## config.mk

```make
export PLATFORM = sky130hd
export DESIGN_NAME = cla_subtractor_pipe
export DESIGN_NICKNAME = d
export VERILOG_FILES = /design/src/rtl/cla_subtractor_pipe.sv
export SDC_FILE = /design/constraint.sdc
export NUM_CORES = 1
export LEC_CHECK = 0
export ABC_AREA = 1
export ABC_CLOCK_PERIOD_IN_PS = 1270
export BUFFER_PORTS_ARGS = -buffer_cell sky130_fd_sc_hd__buf_4
export CAP_MARGIN = 20
export CORE_MARGIN = 1
export CORE_UTILIZATION = 45
export CTS_CLUSTER_DIAMETER = 80
export DETAILED_ROUTE_END_ITERATION = 16
export GPL_ROUTABILITY_DRIVEN = 0
export PLACE_DENSITY = 0.72
export SLEW_MARGIN = 20
export SYNTH_ARGS = -nofsm -noshare
export SYNTH_HDL_FRONTEND = slang
export SYNTH_SLANG_ARGS = --single-unit
```

## constraint.sdc

```tcl
create_clock -name clk -period 1.27 [get_ports clk]
set_input_delay 0.1905 -clock clk [delete_from_list [all_inputs] [get_ports clk]]
set_output_delay 0.1905 -clock clk [all_outputs]
set_load 0.005 [all_outputs]
```

## src/rtl/cla_subtractor_pipe.sv

```systemverilog
// cla_subtractor_pipe: pipelined WIDTH-bit a - b - bin, one 4-bit CLA group resolved per stage
// Ports: clk, rst_n (async active-low); in_valid/in_ready, a, b, bin on the input side;
//        out_valid/out_ready, diff, bout (plus zero, ovf when SUB_STATUS_EN is defined) on the output side.
// Optional feature macro: SUB_STATUS_EN adds the registered zero and signed-overflow flags.
module cla_subtractor_pipe #(
  parameter int WIDTH = 16
) (
  input  logic             clk,
  input  logic             rst_n,
  input  logic             in_valid,
  output logic             in_ready,
  input  logic [WIDTH-1:0] a,
  input  logic [WIDTH-1:0] b,
  input  logic             bin,
  output logic             out_valid,
  input  logic             out_ready,
  output logic [WIDTH-1:0] diff,
`ifdef SUB_STATUS_EN
  output logic             zero,
  output logic             ovf,
`endif
  output logic             bout
);
  localparam int NSTG = WIDTH / 4;
  logic [NSTG-1:0] v, vi, bw_r, ci, co;
  logic [NSTG:0] adv;
  logic [WIDTH-1:0] a_r [NSTG], b_r [NSTG], r_r [NSTG];
  logic [WIDTH-1:0] ai [NSTG], bi [NSTG], ri [NSTG], rn [NSTG];
  assign adv[NSTG] = ~v[NSTG-1] | out_ready;
  assign in_ready  = adv[0];
  assign out_valid = v[NSTG-1];
  assign diff      = r_r[NSTG-1];
  assign bout      = bw_r[NSTG-1];
  for (genvar k = 0; k < NSTG; k++) begin : g_stg
    logic [3:0] p, g, s;
    logic [4:0] c;
    if (k == 0) begin : g_in
      assign ai[k] = a;
      assign bi[k] = b;
      assign ri[k] = '0;
      assign ci[k] = ~bin;
      assign vi[k] = in_valid;
    end else begin : g_link
      assign ai[k] = a_r[k-1];
      assign bi[k] = b_r[k-1];
      assign ri[k] = r_r[k-1];
      assign ci[k] = ~bw_r[k-1];
      assign vi[k] = v[k-1];
    end
    assign p = ai[k][3:0] ^ ~bi[k][3:0];
    assign g = ai[k][3:0] & ~bi[k][3:0];
    assign c[0] = ci[k];
    assign c[1] = g[0] | (p[0] & c[0]);
    assign c[2] = g[1] | (p[1] & g[0]) | (p[1] & p[0] & c[0]);
    assign c[3] = g[2] | (p[2] & g[1]) | (p[2] & p[1] & g[0]) | (p[2] & p[1] & p[0] & c[0]);
    assign c[4] = g[3] | (p[3] & g[2]) | (p[3] & p[2] & g[1]) | (p[3] & p[2] & p[1] & g[0])
                | (p[3] & p[2] & p[1] & p[0] & c[0]);
    assign s = p ^ c[3:0];
    assign co[k] = c[4];
    // result bits enter at the top and shift down, so the last stage holds diff fully aligned
    assign rn[k] = WIDTH'({s, ri[k]} >> 4);
    assign adv[k] = ~v[k] | adv[k+1];
  end
  // operands shift arithmetically so the next group is always at [3:0] and the MSB survives for ovf
  always_ff @(posedge clk or negedge rst_n) begin
    if (!rst_n) begin
      v    <= '0;
      bw_r <= '0;
      for (int k = 0; k < NSTG; k++) begin
        a_r[k] <= '0;
        b_r[k] <= '0;
        r_r[k] <= '0;
      end
    end else begin
      for (int k = 0; k < NSTG; k++) begin
        if (adv[k]) begin
          v[k] <= vi[k];
          if (vi[k]) begin
            a_r[k]  <= $unsigned($signed(ai[k]) >>> 4);
            b_r[k]  <= $unsigned($signed(bi[k]) >>> 4);
            r_r[k]  <= rn[k];
            bw_r[k] <= ~co[k];
          end
        end
      end
    end
  end
`ifdef SUB_STATUS_EN
  always_ff @(posedge clk or negedge rst_n) begin
    if (!rst_n) begin
      zero <= 1'b0;
      ovf  <= 1'b0;
    end else if (adv[NSTG-1] && vi[NSTG-1]) begin
      zero <= ~|rn[NSTG-1];
      ovf  <= (ai[NSTG-1][WIDTH-1] ^ bi[NSTG-1][WIDTH-1]) & (rn[NSTG-1][WIDTH-1] ^ ai[NSTG-1][WIDTH-1]);
    end
  end
`endif
endmodule

```

==> summary.md, run 1 <==
| Metric | Value |
|---|---|
| Number of global-route vias before repair | 3230 |
| Slew Limit Headroom | 0.667 |
| Fillers | 843 |
| # clock sinks | 96 |
| Via count | 3412 |
| Drc violations | 0 |
| Depth of the CTS H-tree | 3 |
| Placed instance count | 680 |
| Mapped Nets | 557 |
| Synth Area in Compound Gates | 0.0996 |
| Cells after Synth | 500 |
| Register bit total from synthesis | 96 |
| Fin. Hold Viols | 0 |
| Antenna violations before repair | 0 |
| Outcome | complete, but fails checks |
| Worst Path Required | between 1 and 1.5 ns |
| Antenna Nets Post-Route | 0 |
| Reg clk slew, reported paths | around 0.08 ns |
| I/O pin cnt | 56 |
| Fin nets | 631 |
| Initial Util | 0.464 |
| Synth Cell Area | 4510 um^2 |
| Root Buffer | clkbuf_8 |
| Critical Path End Type | output port |
| Final period util | 1.06 |
| Hpwl dp | 6100 um |
| RSZ-0062 raised after global routing | yes |
| Fraction of registers with async set/reset | 1.00 |
| Clk buf depth | 2 |
| Commonest cells in the netlist | 167 x nand2_1, 96 x dfrtp_1, 59 x inv_1, 47 x o21ai_0, 21 x o21ai_2 |
| Fmax | 0.741 GHz |
| First-pass GRT wire length | approximately 15000 um |
| Sequential area share after synthesis | 0.533 |
| Post-Layout Cell Count | roughly 710 |
| Startpoint types | flip-flop |
| Main synth FF type | dfrtp_1 |
| Syn avg cell area | 9.02 um^2 |
| Final worst-path setup slack | -0.0790 ns |
| Inserted Clock Buffers | 9 |
| Yosys cell types | 24 |
| Via density | 4.79 |
| Number of synthesized flops with an enable pin | 0 |
| Leakage | between 2 and 3 nW |
| Synth Area in Adders | 0.0621 |
| Worst Tran Pin Value | 0.500 ns |
| Layout cells sized above 1 | 0.345 |
| GR Util All Layers | 0.189 |
| Top post-synthesis cells by area | dfrtp_1 53%, nand2_1 14%, o21ai_0 5.2% |
| Die width | 102 um |
| Most frequent cell after synthesis | nand2_1 |
| HP Class | in2reg |
| Final core utilization | 0.597 |
| Area growth, synth to finish | 28.7% |
| Die footprint | 10400 um^2 |
| Worst hold margin | 0.0230 ns |
| DRT Wirelength | just under 10000 um |
| Failing checks | negative setup slack |
| Initial DRC Count | about 140 |
| Kind of critical path | reg2out |
| Skew final | 0.00826 ns |
| Synthesis warning total | 0 |
| Port bufs | 55 |
| Top cell type's share of synthesized area | 0.533 |
| Simple-gate area share of the yosys netlist | 0.198 |
| Row Count | 36 |
| Clk_lat worst skew | 0.36 ns |
| CTS tree | done |
| Power Density | between 1500 and 2000 nW/um^2 |
| Area of the multi-input gates | 1920 um^2 |
| Period minus WS final | 1.35 ns |
| Setup-failing EPs final | 48 |
| DR pass1 iterations | 4 |
| Worst IR Drop VDD | 0.000760 V |
| Largest family of logic cells by synthesized area | simple AND/OR/NAND/NOR gates |
| Signal arrival time at the worst endpoint | 1.16 ns |
| Core region area | 9730 um^2 |
| Diodes inserted | 0 |
| XOR/XNOR Fraction of Synth Area | 0.00777 |
| Post-synthesis mux area share | 0 |
| Die Ht | 102 um |
| Worst-path fanout max | 2 |
| Largest net degree at the start of global routing | 97 |
| Area leader, netlist | dfrtp_1 |
| GR Overflow Total | 0 |
| Drt wl/cell | roughly 13 um |
| Final slew viol count | 0 |
| Register area | 2400 um^2 |
| Max cap viols | 0 |
-- cell type report --
cell class | instances | area share
Clock buffer | 14 | 0.0332
Tap cell | 133 | 0.0287
Multi-Input combinational cell | 314 | 0.330
Inverter | 61 | 0.0416
Clock inverter | 2 | 0.00172
Sequential cell | 96 | 0.414
Timing Repair Buffer | 92 | 0.151
-- worst max-delay path, cell delays in order, from the launching register on --
cell and delay, ns:
dfrtp_1 0.39, inv_2 0.06, nor2_4 0.08, nand4_1 0.11
buf_4 0.16
-- worst paths after layout --
kind,startpoint,endpoint,slack [ns],depth (start not counted)
min in group asynchronous,rst_n,diff[6]$_DFFE_PN0P_,0.40,3
min,a[5],a_r[49]$_DFFE_PN0P_,0.02,3
max in group asynchronous,rst_n,b_r[59]$_DFFE_PN0P_,0.47,3
max reg2reg,v[3]$_DFFE_PN0P_,b_r[51]$_DFFE_PN0P_,-0.08,6
min reg2reg,diff[10]$_DFFE_PN0P_,diff[10]$_DFFE_PN0P_,0.47,2
max,v[3]$_DFFE_PN0P_,in_ready,-0.08,4
-- metrics by stage --
| stage | instance area, um^2 | setup WS [ns] | TNS, ns | power, mW |
|---|---|---|---|---|
| global route | 5810 | -0.165 | -7.00 | 12.0 |
| CTS | 5600 | -0.124 | -1.36 | 10.8 |
| finish | 5810 | -0.0790 | -2.16 | 11.2 |
| global placement | 5150 | -0.0296 | -0.0919 | 8.16 |
| detailed placement | 5150 | -0.133 | -0.633 | 8.33 |
| floorplan | 4550 | 0.000742 | 0 | 7.11 |
-- cell usage in the layout, fill, tap and decap left out, drive strengths merged --
cell / synthesis / routed
nand2: 170 / 171
dfrtp: 96 / 96
buf: 28 / 89
o21ai: 70 / 70
inv: 61 / 61
nand3: 16 / 16
clkbuf: 2 / 16
nor2: 16 / 16
ha: 16 / 16
nand4: 9 / 9
a21oi: 4 / 4
or2: 4 / 4
xor2: 4 / 4
fa: 4 / 4
clkinv: 0 / 2
dlygate4sd3: 0 / 1
-- report_power, final --
| group | switching, mW | leakage, nW | total [mW] | internal (mW) |
|---|---|---|---|---|
| logic | 2.33 | 1.64 | 4.62 | 2.29 |
| clock network | 1.03 | 0.108 | 2.00 | 0.975 |
| registers | 0.602 | 1.18 | 4.60 | 4.00 |
-- what timing repair did --
item                       in CTS  in global routing
setup buffers                   8                  3
gates cloned                    2                  3
gates resized for setup        37                 48
hold endpoints to repair       96                  0
pin swaps                      14                 16
setup endpoints to repair      17                 91
hold buffers                    1                  0
-- sequential cells by signal (all words and copies together) (netlist names) --
register  flops
b_r          24
v             4
bw_r          4
diff         16
a_r          24
r_r          24
-- layer usage --
| layer | share of wire | track usage | vias to the layer above |
|---|---|---|---|
| met4 | 0.024 | 0.0692 | 0 |
| li1 | - | - | 1704 |
| met2 | 0.50 | 0.318 | 70 |
| met3 | 0.038 | 0.0397 | 18 |
| met5 | 0 | 0 | - |
| met1 | 0.44 | 0.242 | 1620 |
-- logic make-up (layout without fill, tap and decap cells) --
kind of cell	count (synthesis)	in the layout
compound gates	74	74
xor+xnor	4	4
fa+ha+maj	20	20
buf+inv	91	169
flops	96	96
simple gates	215	216
No activity file was read; power rests on OpenSTA's default activity.
==> inputs of run 2 (changes only) <==
--- a/config.mk
+++ b/config.mk
@@ -6,15 +6,14 @@
 export NUM_CORES = 1
 export LEC_CHECK = 0
 export ABC_AREA = 1
-export ABC_CLOCK_PERIOD_IN_PS = 1270
 export BUFFER_PORTS_ARGS = -buffer_cell sky130_fd_sc_hd__buf_4
 export CAP_MARGIN = 20
 export CORE_MARGIN = 1
-export CORE_UTILIZATION = 45
+export CORE_UTILIZATION = 35
 export CTS_CLUSTER_DIAMETER = 80
 export DETAILED_ROUTE_END_ITERATION = 16
 export GPL_ROUTABILITY_DRIVEN = 0
-export PLACE_DENSITY = 0.72
+export PLACE_DENSITY = 0.6
 export SLEW_MARGIN = 20
 export SYNTH_ARGS = -nofsm -noshare
 export SYNTH_HDL_FRONTEND = slang
==> run 2 against run 1 <==
The flow still finishes with violations (negative setup slack). First-iteration DRC count shrank 29%. Fmax grew 1.7%. Critical endpoint unchanged. Wire length shrank 10%. Largest cell class unchanged. Sequential cell count is the same. Clock skew shrank 0.0015 ns. Via count shrank 2.3%. Highest routed layer unchanged.
==> summary.md, run 2 (synthesis gave the netlist of run 1 again) <==
| Metric | Value |
|---|---|
| Leakage | 3.01 nW (was 2.93 nW) |
| Final slew viol count | 0 (unchanged) |
| Antenna violations before repair | 0 (unchanged) |
| Antenna Nets Post-Route | 0 (unchanged) |
| Fmax | 0.754 GHz (was 0.741 GHz) |
| Final period util | 1.04 (was 1.06) |
| Outcome | complete, but fails checks (unchanged) |
| Area growth, synth to finish | 32.5% (was 28.7%) |
| I/O pin cnt | 56 (unchanged) |
| # clock sinks | 96 (unchanged) |
| RR Startpoint | v[3]$_DFFE_PN0P_ (unchanged) |
| Worst IR Drop VDD | 0.000664 V (was 0.000760 V) |
| Biggest regs | a_r x24, b_r x24, r_r x24 (unchanged) |
| Signal arrival time at the worst endpoint | 1.14 ns (was 1.16 ns) |
| Worst Hold Endpoint | a_r[49]$_DFFE_PN0P_ (unchanged) |
| Slew Limit Headroom | 0.721 (was 0.667) |
| Failing checks | negative setup slack (unchanged) |
| Via count | 3333 (was 3412) |
| Clk buf depth | 2 (unchanged) |
| Die footprint | 13300 um^2 (was 10400 um^2) |
| Fin nets | 640 (was 631) |
| Kind of critical path | reg2out (unchanged) |
| Initial Util | 0.359 (was 0.464) |
| Worst Path Required | 1.08 ns (about the same) |
| Depth of the CTS H-tree | 3 (unchanged) |
| Final worst-path setup slack | -0.0560 ns (was -0.0790 ns) |
| GR Util All Layers | 0.140 (was 0.189) |
| CP Launch Point | v[3]$_DFFE_PN0P_ (unchanged) |
| Number of global-route vias before repair | 3264 (was 3230) |
| Largest net degree at the start of global routing | 49 (was 97) |
| Core region area | 12600 um^2 (was 9730 um^2) |
| Placed cell area | 5250 um^2 (was 5150 um^2) |
| Critical Path End Type | output port (unchanged) |
| Reg clk slew, reported paths | 0.07 ns (was 0.08 ns) |
| Setup-failing EPs final | 35 (was 48) |
| HP Class | in2reg (unchanged) |
| Period minus WS final | 1.33 ns (was 1.35 ns) |
| Worst hold path depth | 3 (unchanged) |
| Startpoint types | flip-flop (unchanged) |
| Drt wl/cell | 11.4 um (was 13.5 um) |
| Layout cells sized above 1 | 0.330 (was 0.345) |
| Most frequent cells in the layout | 144 x nand2_1, 96 x dfrtp_1, 82 x buf_4, 53 x inv_1, 42 x o21ai_0 (was 133 x nand2_1, 96 x dfrtp_1, 76 x buf_4, 51 x inv_1, 37 x o21ai_0) |
| Diodes inserted | 0 (unchanged) |
| Most common cell after layout, fill and taps aside | nand2_1 (unchanged) |
| First-pass GRT wire length | 14700 um (was 15000 um) |
| Die Ht | 116 um (was 102 um) |
| Die width | 116 um (was 102 um) |
| Via density | 4.39 (was 4.79) |
| Critical hold path startpoint | a[5] (unchanged) |
| DRT Wirelength | 8650 um (was 9610 um) |
| GR Overflow Total | 0 (unchanged) |
| Worst reg2reg path endpoint | b_r[57]$_DFFE_PN0P_ (was b_r[51]$_DFFE_PN0P_) |
| Drc violations | 0 (unchanged) |
| RSZ-0062 raised after global routing | yes (unchanged) |
| Worst-path fanout max | 2 (unchanged) |
| Skew final | 0.00673 ns (was 0.00826 ns) |
| Area of all placed cells without fillers | 5970 um^2 (was 5810 um^2) |
| DR pass1 iterations | 4 (unchanged) |
| Worst R2R Path Depth | 7 (was 6) |
| Initial DRC Count | 97 (was 137) |
| Max cap viols | 0 (unchanged) |
| Fillers | 1180 (was 843) |
| CTS tree | done (unchanged) |
| Port bufs | 55 (unchanged) |
| Hpwl dp | 6100 um (about the same) |
| Clk_lat worst skew | 0.34 ns (was 0.36 ns) |
| Fin. Hold Viols | 0 (unchanged) |
| Reg-to-reg setup timing slack | -0.04 ns (was -0.08 ns) |
| Final core utilization | 0.475 (was 0.597) |
| Worst Tran Pin Value | 0.418 ns (was 0.500 ns) |
| Inserted Clock Buffers | 9 (unchanged) |
| Root Buffer | clkbuf_16 (was clkbuf_8) |
| Row Count | 41 (was 36) |
| Power Density | 1960 nW/um^2 (was 1930 nW/um^2) |
-- run 2: cell count changes in the layout (fill, tap and decap cells not counted), moves of 5 or more --
cell / previous run / this run
nand2_1: 133 / 144
nand2_2: 34 / 24
o21ai_0: 37 / 42
clkbuf_16: 2 / 12
buf_6: 3 / 8
clkbuf_8: 14 / 2
buf_4: 76 / 82
-- run 2: final cells by class --
class	instances	area (um^2)	area share
sequential	96	2400	0.402
clock inverter	4	52.6	0.00880
inverter	61	239	0.0400
timing repair buffer	102	951	0.159
clock buffer	12	256	0.0429
tap	172	215	0.0360
multi-input combinational	313	1860	0.311
-- run 2: worst max path at each step --
stage | end | slack [ns]
after floorplan | r_r[31]$_DFFE_PN0P_ | 0.0007
after global placement | r_r[31]$_DFFE_PN0P_ | -0.03
after detailed placement | r_r[29]$_DFFE_PN0P_ | -0.07
after CTS | in_ready | -0.11
after global routing | b_r[54]$_DFFE_PN0P_ | -0.16
final | in_ready | -0.06
-- run 2: critical path, stage by stage (launching register included) --
cell and delay, ns:
dfrtp_1 0.36, inv_2 0.06, nor2_4 0.09, nand4_1 0.12, buf_4 0.16
-- run 2: power by group --
| part | switching [mW] | internal [mW] |
|---|---|---|
| clock | 1.11 | 1.64 |
| sequential | 0.573 | 4.00 |
| combinational | 2.13 | 2.27 |
-- run 2: metrics by stage --
step	setup slack [ns]	TNS, ns	cells	hold slack [ns]	total power [mW]
after global placement	-0.0285	-0.103	725	0.150	8.21
after global routing	-0.159	-5.90	760	0.0512	12.6
final	-0.0560	-0.754	760	0.0488	11.7
after floorplan	0.000742	0	500	-0.105	7.11
after CTS	-0.108	-0.938	750	0.0384	11.5
after detailed placement	-0.0690	-0.406	725	0.154	8.33
-- run 2: what timing repair did --
action	CTS	global route
gates cloned	1	3
hold buffers	1	0
pin swaps	12	20
setup buffers	7	7
endpoints found under the hold margin	25	0
resized for setup	30	35
setup endpoints to repair	17	86
-- run 2: per-layer routing --
metal  wire length [um]  track usage  up-vias  share of wire
met5                  0            0        -              0
met4                159       0.0571        0          0.018
met3                349       0.0298       15          0.040
met2               4030        0.224       56           0.47
met1               4110        0.185     1541           0.47
li1                   -            -     1721              -
==> inputs of run 3 (changes only) <==
--- a/config.mk
+++ b/config.mk
@@ -14,6 +14,7 @@
 export DETAILED_ROUTE_END_ITERATION = 16
 export GPL_ROUTABILITY_DRIVEN = 0
 export PLACE_DENSITY = 0.6
+export SKIP_LAST_GASP = 1
 export SLEW_MARGIN = 20
 export SYNTH_ARGS = -nofsm -noshare
 export SYNTH_HDL_FRONTEND = slang
==> run 3 against run 2 <==
The flow still finishes with violations (negative setup slack). Sequential share of layout area grew 0.10 points. Wire length is essentially flat. Sequential power is essentially flat. Global-route usage is the same. Clock-buffer cell count is the same. Setup slack lost 0.0012 ns. Combinational power is essentially flat. Utilization shrank 0.12 points. Register-to-register slack is essentially flat. Die area is the same. Largest cell class unchanged. Largest power group unchanged.
==> summary.md, run 3 (synthesis gave the netlist of run 1 again) <==
| Metric | Value |
|---|---|
| Max cap viols | 0 (unchanged) |
| Layout cells sized above 1 | 0.322 (was 0.330) |
| GR Util All Layers | 0.140 (unchanged) |
| Worst Tran Pin Value | 0.415 ns (was 0.418 ns) |
| Worst Path Required | 1.08 ns (about the same) |
| Clk buf depth | 2 (unchanged) |
| Fmax | 0.753 GHz (was 0.754 GHz) |
| Most frequent cells in the layout | 147 x nand2_1, 96 x dfrtp_1, 81 x buf_4, 54 x inv_1, 43 x o21ai_0 (was 144 x nand2_1, 96 x dfrtp_1, 82 x buf_4, 53 x inv_1, 42 x o21ai_0) |
| Failing checks | negative setup slack (unchanged) |
| Hpwl dp | 6100 um (unchanged) |
| HP Class | in2reg (unchanged) |
| Sw frac | 0.324 (was 0.325) |
| Initial DRC Count | 95 (was 97) |
| Fin nets | 639 (was 640) |
| Inserted Clock Buffers | 9 (unchanged) |
| CTS tree | done (unchanged) |
| Skew final | 0.00673 ns (about the same) |
| Worst path max stage delay | 0.36 ns (about the same) |
| GR Overflow Total | 0 (unchanged) |
| Row Count | 41 (unchanged) |
| Final period util | 1.05 (was 1.04) |
| Slew Limit Headroom | 0.723 (was 0.721) |
| Setup-failing EPs final | 33 (was 35) |
| Kind of critical path | reg2out (unchanged) |
| P_sw | 3.79 mW (was 3.80 mW) |
| Die width | 116 um (unchanged) |
| DR pass1 iterations | 4 (unchanged) |
| Initial Util | 0.359 (unchanged) |
| Power Internal | 7.90 mW (was 7.92 mW) |
| Antenna Nets Post-Route | 0 (unchanged) |
| Reg power frac | 0.391 (about the same) |
| Reg clk slew, reported paths | 0.07 ns (about the same) |
| Most common cell after layout, fill and taps aside | nand2_1 (unchanged) |
| Via count | 3309 (was 3333) |
| CP delay by family, top | flip-flops (unchanged) |
| Post-Layout Cell Count | 759 (was 760) |
| Signal arrival time at the worst endpoint | 1.14 ns (about the same) |
| Final worst-path setup slack | -0.0572 ns (was -0.0560 ns) |
| Antenna violations before repair | 0 (unchanged) |
| Worst-path fanout max | 2 (unchanged) |
| Drt wl/cell | 11.4 um (about the same) |
| Biggest regs | a_r x24, b_r x24, r_r x24 (unchanged) |
| Via density | 4.36 (was 4.39) |
| DRT Wirelength | 8650 um (about the same) |
| Clk_lat worst skew | 0.34 ns (about the same) |
| Worst Path Buf+Inv | 2 (unchanged) |
| Root Buffer | clkbuf_16 (unchanged) |
| # clock sinks | 96 (unchanged) |
| I/O pin cnt | 56 (unchanged) |
| Area of the multi-input gates | 1850 um^2 (was 1860 um^2) |
| Depth of the CTS H-tree | 3 (unchanged) |
| Core region area | 12600 um^2 (unchanged) |
| Port bufs | 55 (unchanged) |
| Die Ht | 116 um (unchanged) |
| Startpoint types | flip-flop (unchanged) |
| First-pass GRT wire length | 14700 um (unchanged) |
| Register area | 2400 um^2 (unchanged) |
| Drc violations | 0 (unchanged) |
| Pre-CTS WS | -0.0690 ns (unchanged) |
| Number of global-route vias before repair | 3264 (unchanged) |
| Fillers | 1183 (was 1180) |
| Final slew viol count | 0 (unchanged) |
| Area growth, synth to finish | 32.1% (was 32.5%) |
| Outcome | complete, but fails checks (unchanged) |
| Period minus WS final | 1.33 ns (about the same) |
| Worst IR Drop VDD | 0.000667 V (was 0.000664 V) |
| Leakage | 3.01 nW (about the same) |
| Combinational Power Share | 0.374 (was 0.375) |
| RSZ-0062 raised after global routing | yes (unchanged) |
| Critical-path cell list | inv_2 > nor2_4 > nand4_1 > buf_4 (unchanged) |
| Diodes inserted | 0 (unchanged) |
| Clock power frac | 0.235 (was 0.234) |
| Power Density | 1960 nW/um^2 (about the same) |
| Critical Path End Type | output port (unchanged) |
| Die footprint | 13300 um^2 (unchanged) |
| Fin. Hold Viols | 0 (unchanged) |
| Slowest-stage cell, CP | dfrtp_1 (unchanged) |
| Largest net degree at the start of global routing | 49 (unchanged) |
| Placed instance count | 725 (unchanged) |
[run 3: cell count changes in the layout (fill, tap and decap cells not counted), sizes merged]
cell / change
buf: -1
[run 3: power by group through the flow]
stage | clock, mW | sequential, mW | combinational [mW]
2_1_floorplan | 0 | 4.43 | 2.68
3_3_place_gp | 0 | 4.55 | 3.66
3_5_place_dp | 0 | 4.60 | 3.73
4_1_cts | 2.83 | 4.57 | 4.05
5_1_grt | 2.93 | 4.70 | 4.96
6_report | 2.74 | 4.57 | 4.37
[run 3: through the flow]
stage	hold slack (ns)	setup TNS, ns	area (um^2)	power, mW	util
floorplan	-0.105	0	4550	7.11	-
global placement	0.150	-0.103	5250	8.21	0.418
detailed placement	0.154	-0.406	5250	8.33	0.418
CTS	0.0384	-0.960	5720	11.5	0.455
global route	0.0512	-5.98	5960	12.6	0.474
finish	0.0476	-0.714	5960	11.7	0.474
[run 3: final timing paths]
path	start	to	slack, ns	cells after the start
min	a[5]	a_r[49]$_DFFE_PN0P_	0.05	3
max	v[3]$_DFFE_PN0P_	in_ready	-0.06	4
min in group asynchronous	rst_n	a_r[18]$_DFFE_PN0P_	0.32	2
max reg2reg	v[3]$_DFFE_PN0P_	b_r[57]$_DFFE_PN0P_	-0.05	7
min reg2reg	r_r[61]$_DFFE_PN0P_	r_r[41]$_DFFE_PN0P_	0.47	2
max in group asynchronous	rst_n	r_r[61]$_DFFE_PN0P_	0.46	3
[run 3: cell type report]
cell class                 count  share of cell area
sequential                    96               0.403
multi-input combinational    313               0.311
clock buffer                  12              0.0430
inverter                      61              0.0401
clock inverter                 4             0.00882
tap                          172              0.0361
timing repair buffer         101               0.158
[run 3: worst min-delay path: stages]
cell     delay, ns
buf_4         0.08
nand2_1       0.04
nand2_1       0.04
[run 3: metal layers]
metal,track usage,part of all wire
met4,0.0571,0.020
met5,0,0
met3,0.0298,0.040
met2,0.224,0.46
met1,0.185,0.48
[run 3: repair_timing]
item	4_1_cts	5_1_grt
setup endpoints to repair	17	85
pin swaps	12	15
buffers inserted	7	6
endpoints found under the hold margin	25	0
gates cloned	1	3
hold buffers	1	0
gates resized for setup	26	34
